File: src/rtl/multicycle_addsub.sv
// ============================================================================
// Module      : multicycle_addsub
// Description : Multi-cycle WIDTH-bit adder/subtractor, CHUNK bits per clock
//               through one ripple stage, valid/ready on both sides.
//               Optional macro ADDSUB_OVF_EN enables signed-overflow output.
// Revision    : 1.0 - initial release
// ============================================================================
`default_nettype none

module multicycle_addsub #(
    parameter int WIDTH = 32,
    parameter int CHUNK = 8
) (
    input  logic             clk,
    input  logic             rst_n,
    input  logic             in_valid,
    output logic             in_ready,
    input  logic [WIDTH-1:0] a,
    input  logic [WIDTH-1:0] b,
    input  logic             sub,
    input  logic             cin,
    output logic             out_valid,
    input  logic             out_ready,
    output logic [WIDTH-1:0] s,
    output logic             cout,
    output logic             ovf
);

    localparam int c_CHUNK_SAFE = (CHUNK < 1) ? 1 : CHUNK;
    localparam int c_NCHUNK     = WIDTH / c_CHUNK_SAFE;
    localparam int c_CW         = (c_NCHUNK > 1) ? $clog2(c_NCHUNK) : 1;

    generate
        if ((CHUNK < 1) || ((WIDTH % c_CHUNK_SAFE) != 0)) begin : g_bad_cfg
            $error("multicycle_addsub: CHUNK must be >= 1 and divide WIDTH");
        end
    endgenerate

    typedef enum logic [1:0] {
        IDLE = 2'd0,
        RUN  = 2'd1,
        DONE = 2'd2
    } state_t;

    state_t            r_state;
    logic [c_CW-1:0]   r_cnt;
    logic              r_carry;
    logic [WIDTH-1:0]  r_a;
    logic [WIDTH-1:0]  r_b;
    logic [WIDTH-1:0]  r_s;
    logic              r_cout;
    logic              r_in_ready;
    logic              r_out_valid;

    logic [CHUNK-1:0]  w_a_chunk;
    logic [CHUNK-1:0]  w_b_chunk;
    logic [CHUNK:0]    w_full;
    logic              w_last;

    always_comb begin
        w_a_chunk = '0;
        w_b_chunk = '0;
        for (int k = 0; k < c_NCHUNK; k++) begin
            if (r_cnt == c_CW'(k)) begin
                w_a_chunk = r_a[k*CHUNK +: CHUNK];
                w_b_chunk = r_b[k*CHUNK +: CHUNK];
            end
        end
    end

    assign w_full = {1'b0, w_a_chunk} + {1'b0, w_b_chunk} + {{CHUNK{1'b0}}, r_carry};
    assign w_last = (r_cnt == c_CW'(c_NCHUNK - 1));

    always_ff @(posedge clk or negedge rst_n) begin
        if (!rst_n) begin
            r_state     <= IDLE;
            r_cnt       <= '0;
            r_carry     <= 1'b0;
            r_a         <= '0;
            r_b         <= '0;
            r_s         <= '0;
            r_cout      <= 1'b0;
            r_in_ready  <= 1'b1;
            r_out_valid <= 1'b0;
        end else begin
            case (r_state)
                IDLE: begin
                    if (in_valid) begin
                        // Subtract is a + ~b + 1, with the borrow-in removing that +1.
                        r_a        <= a;
                        r_b        <= sub ? ~b : b;
                        r_carry    <= sub ? ~cin : cin;
                        r_cnt      <= '0;
                        r_in_ready <= 1'b0;
                        r_state    <= RUN;
                    end
                end
                RUN: begin
                    for (int k = 0; k < c_NCHUNK; k++) begin
                        if (r_cnt == c_CW'(k)) begin
                            r_s[k*CHUNK +: CHUNK] <= w_full[CHUNK-1:0];
                        end
                    end
                    r_carry <= w_full[CHUNK];
                    r_cnt   <= r_cnt + c_CW'(1);
                    if (w_last) begin
                        r_cout      <= w_full[CHUNK];
                        r_out_valid <= 1'b1;
                        r_state     <= DONE;
                    end
                end
                DONE: begin
                    if (out_ready) begin
                        r_out_valid <= 1'b0;
                        r_in_ready  <= 1'b1;
                        r_state     <= IDLE;
                    end
                end
                default: begin
                    r_out_valid <= 1'b0;
                    r_in_ready  <= 1'b1;
                    r_state     <= IDLE;
                end
            endcase
        end
    end

`ifdef ADDSUB_OVF_EN
    logic r_cmsb;
    logic w_cmsb;

    // Carry into the MSB recovered from the MSB sum bit of the final chunk.
    assign w_cmsb = w_a_chunk[CHUNK-1] ^ w_b_chunk[CHUNK-1] ^ w_full[CHUNK-1];

    always_ff @(posedge clk or negedge rst_n) begin
        if (!rst_n) begin
            r_cmsb <= 1'b0;
        end else if ((r_state == RUN) && w_last) begin
            r_cmsb <= w_cmsb;
        end
    end

    assign ovf = r_cmsb ^ r_cout;
`else
    assign ovf = 1'b0;
`endif

    assign in_ready  = r_in_ready;
    assign out_valid = r_out_valid;
    assign s         = r_s;
    assign cout      = r_cout;

endmodule

`default_nettype wire

File: config.mk
export PLATFORM = sky130hd
export DESIGN_NAME = multicycle_addsub
export DESIGN_NICKNAME = d
export VERILOG_FILES = /design/src/rtl/multicycle_addsub.sv
export SDC_FILE = /design/constraint.sdc
export NUM_CORES = 1
export LEC_CHECK = 0
export ABC_AREA = 1
export BUFFER_PORTS_ARGS = -buffer_cell sky130_fd_sc_hd__buf_2
export CAP_MARGIN = 15
export CORE_ASPECT_RATIO = 1.1
export CORE_MARGIN = 2
export CORE_UTILIZATION = 49
export CTS_BUF_LIST = sky130_fd_sc_hd__clkbuf_4 sky130_fd_sc_hd__clkbuf_8
export DETAILED_ROUTE_END_ITERATION = 10
export PLACE_DENSITY_LB_ADDON = 0.25
export SETUP_SLACK_MARGIN = 0.2
export SYNTH_ARGS = -nofsm -noshare
export SYNTH_HDL_FRONTEND = slang
export SYNTH_SLANG_ARGS = --single-unit
File: constraint.sdc
create_clock -name clk -period 4.1 [get_ports clk]
set_input_delay 1.23 -clock clk [delete_from_list [all_inputs] [get_ports clk]]
set_output_delay 1.23 -clock clk [all_outputs]
set_load 0.005 [all_outputs]
==> run metrics <==
ys flop type=dfrtp_1; Worst setup SP type=flop; routed vias/inst=4.90; total gr overflow=0; Worst Hold Class=reg2reg; Clock Skew=0.00941 ns; synthesized instance count=625; CTS tree=built; critical path fanouts, max=17; Sw Pwr=0.00246 W; Final Slew Violations=0; dpl cells=845; Tightest Pin Transition=0.906 ns; vias in the first global route=4146; total track usage=21.9%; ant diodes=0; antenna viol nets, final=0; IO Count=106; Sequential Power Share=34.9%; WL per Instance=13.5 um; DR DRC count=0; std cell rows=39; sequential-to-total area share from yosys stat=50.5%; DR pass1 iterations=5; area of the core=0.0103 mm^2; Storage cell area=0.00260 mm^2; RePlAce Congestion=0.878; fin area=0.00592 mm^2; DR vias=4216; outcome=complete, no violations; Syn Area/Cell=8.25 um^2; Synth Warn #=0; Leak Pwr=3.21 nW; Post-synth ARST share=100%; Nets=796; Worst-path clk slew=0.09 ns; Cell variety after synth=34; worst vdd ir=0.389 mV; DRT iter0 DRCs=215; Die Y-Extent=112 um; crit end category=flop; fraction of layout instances using a drive strength above 1=19.8%; number of synthesized register bits=104; crit path time final=3.42 ns; internal power=0.00277 W; initial antenna violation count=0; setup bufs post-CTS=0; Arrival @ worst endpoint=3.74 ns; CP Class=reg2reg; Multi-input gate area=0.00229 mm^2; unrepaired setup endpoints after global routing=false; cts hold-fix bufs=0; EDFF count, synth=0; Required @ worst endpoint=4.42 ns; FMAX=292 MHz; setup_tns=0 ns; Non-Filler Instances=860; Initial Util=49.9%; H-tree level count=3; hpwl dp=8690 um; clock net sink count=104; combinational group share of total power=53.9%; Final period util=83.5%; Worst slew margin=39.6%; post-placement cell area=0.00575 mm^2; global-route wire length before repair=19600 um; Detailed Route WL=11600 um; area delta synth->final=14.7%; switching part of the total=47.1%; total CTS buffers=9; Clock Latency Late Sink=0.37 ns; Clk pwr share=11.2%; largest net degree at the start of global routing=67; overall die width=102 um; Cell Area, Synth=0.00516 mm^2; final-report hold violation count=0; port bufs=104; Setup-failing EPs final=0; Die ar.=0.0114 mm^2; Root Buffer=clkbuf_8; max_cap viols=0; fillers=981; pwr dens=884 mW/mm^2; PostCTS Resize Cnt=0; Mapped Nets=708; Longest Clk Path Bufs=2
sequential cells by signal (all words and copies together) (netlist names):
name and count:
cout 1, r_state 2, in_ready 1, r_a 32, s 32, r_carry 1, r_cnt 2, r_b 32
out_valid 1
area by class of cell:
| class | count | area share (%) |
|---|---|---|
| sequential | 104 | 44.0 |
| clock buffer | 12 | 2.58 |
| inverter | 29 | 1.90 |
| multi-input combinational | 462 | 38.7 |
| tap | 143 | 3.02 |
| clock inverter | 3 | 0.317 |
| timing repair buffer | 107 | 9.43 |
per-layer routing:
metal | vias to the layer above | routed length [um] | track usage, % | part of all wire (%)
li1 | 2132 | - | - | -
met1 | 1945 | 5250 | 31.1 | 45
met2 | 125 | 5490 | 33.6 | 47
met3 | 14 | 599 | 3.08 | 5.2
met4 | 0 | 238 | 9.07 | 2.1
met5 | - | 0 | 0 | 0
worst max-delay path, stage by stage, from the launching register on:
cell      delay [ns]
dfrtp_1         0.39
inv_1           0.09
ha_1            0.39
clkinv_2        0.19
nand2_1         0.08
inv_2           0.20
nand2_1         0.08
nand2_1         0.06
o21ai_0         0.08
nand2_1         0.07
o21ai_0         0.10
fa_1            0.42
fa_1            0.43
inv_1           0.07
nand2_1         0.06
a21oi_1         0.19
xor2_1          0.32
nand2_1         0.09
nand2_1         0.07
layout by cell type (no fill, tap or decap), drive strengths merged:
master	instances
o21a	1
nand3	22
nand3b	2
xor2	2
conb	1
a31o	3
o21ai	54
o22ai	1
ha	11
inv	28
clkinv	4
a21boi	1
a21oi	22
buf	107
xnor2	34
clkbuf	12
nor2	19
dfstp	1
nand2	282
dfrtp	103
fa	2
a31oi	1
o211ai	3
or2	1
power by group through the flow:
stage	registers, W	clock network, W	logic (W)
6_report	0.00183	0.000584	0.00282
5_1_grt	0.00187	0.000631	0.00325
4_1_cts	0.00183	0.000591	0.00285
3_5_place_dp	0.00185	0	0.00283
3_3_place_gp	0.00184	0	0.00275
2_1_floorplan	0.00176	0	0.00205
final timing paths:
path | startpoint | to | slack, ns | cells past startpoint
min reg2reg | in_ready | in_ready | 0.47 | 2
max reg2reg | r_cnt[1] | s[20] | 0.68 | 18
max in group asynchronous | rst_n | r_b[22] | 2.52 | 2
max | r_cnt[1] | s[20] | 0.68 | 18
min | in_ready | in_ready | 0.47 | 2
min in group asynchronous | rst_n | out_valid | 0.88 | 1
cells in the mapped netlist (2+ instances only):
library cell  instances  area (um^2)
nor2_1               15         56.3
buf_2                15         75.1
dfrtp_1             103         2580
nand2_1             281         1050
fa_1                  2         40.0
a31o_2                3         26.3
inv_2                 6         22.5
buf_6                 2         22.5
a21oi_1              22          110
o211ai_1              3         22.5
buf_1                 2         7.51
xor2_1                2         17.5
inv_1                21         78.8
nand3_1              22          110
o21ai_0              49          245
clkbuf_1              9         33.8
nand3b_1              2         15.0
xnor2_1              34          298
ha_1                 11          138
o21ai_2               2         17.5
o21ai_1               3         15.0
nor2_8                4         80.1
through the flow:
| stage | setup slack [ns] | utilization, % | hold slack [ns] | power [W] |
|---|---|---|---|---|
| finish | 0.677 | 57.2 | 0.466 | 0.00523 |
| global route | 0.249 | 57.2 | 0.480 | 0.00576 |
| CTS | 0.692 | 57.2 | 0.466 | 0.00527 |
| detailed placement | 0.726 | 55.5 | 0.452 | 0.00467 |
| global placement | 0.846 | 55.5 | 0.449 | 0.00459 |
| floorplan | 1.16 | - | 0.444 | 0.00380 |
kinds of logic after synthesis:
| kind of cell | synth area share [%] |
|---|---|
| fa+ha+maj | 3.44 |
| compound gates | 9.00 |
| buf+inv | 5.12 |
| xor+xnor | 6.11 |
| flops | 50.5 |
| simple gates | 25.8 |
| other cells | 0.0727 |
(Power assumes the default switching activity.)
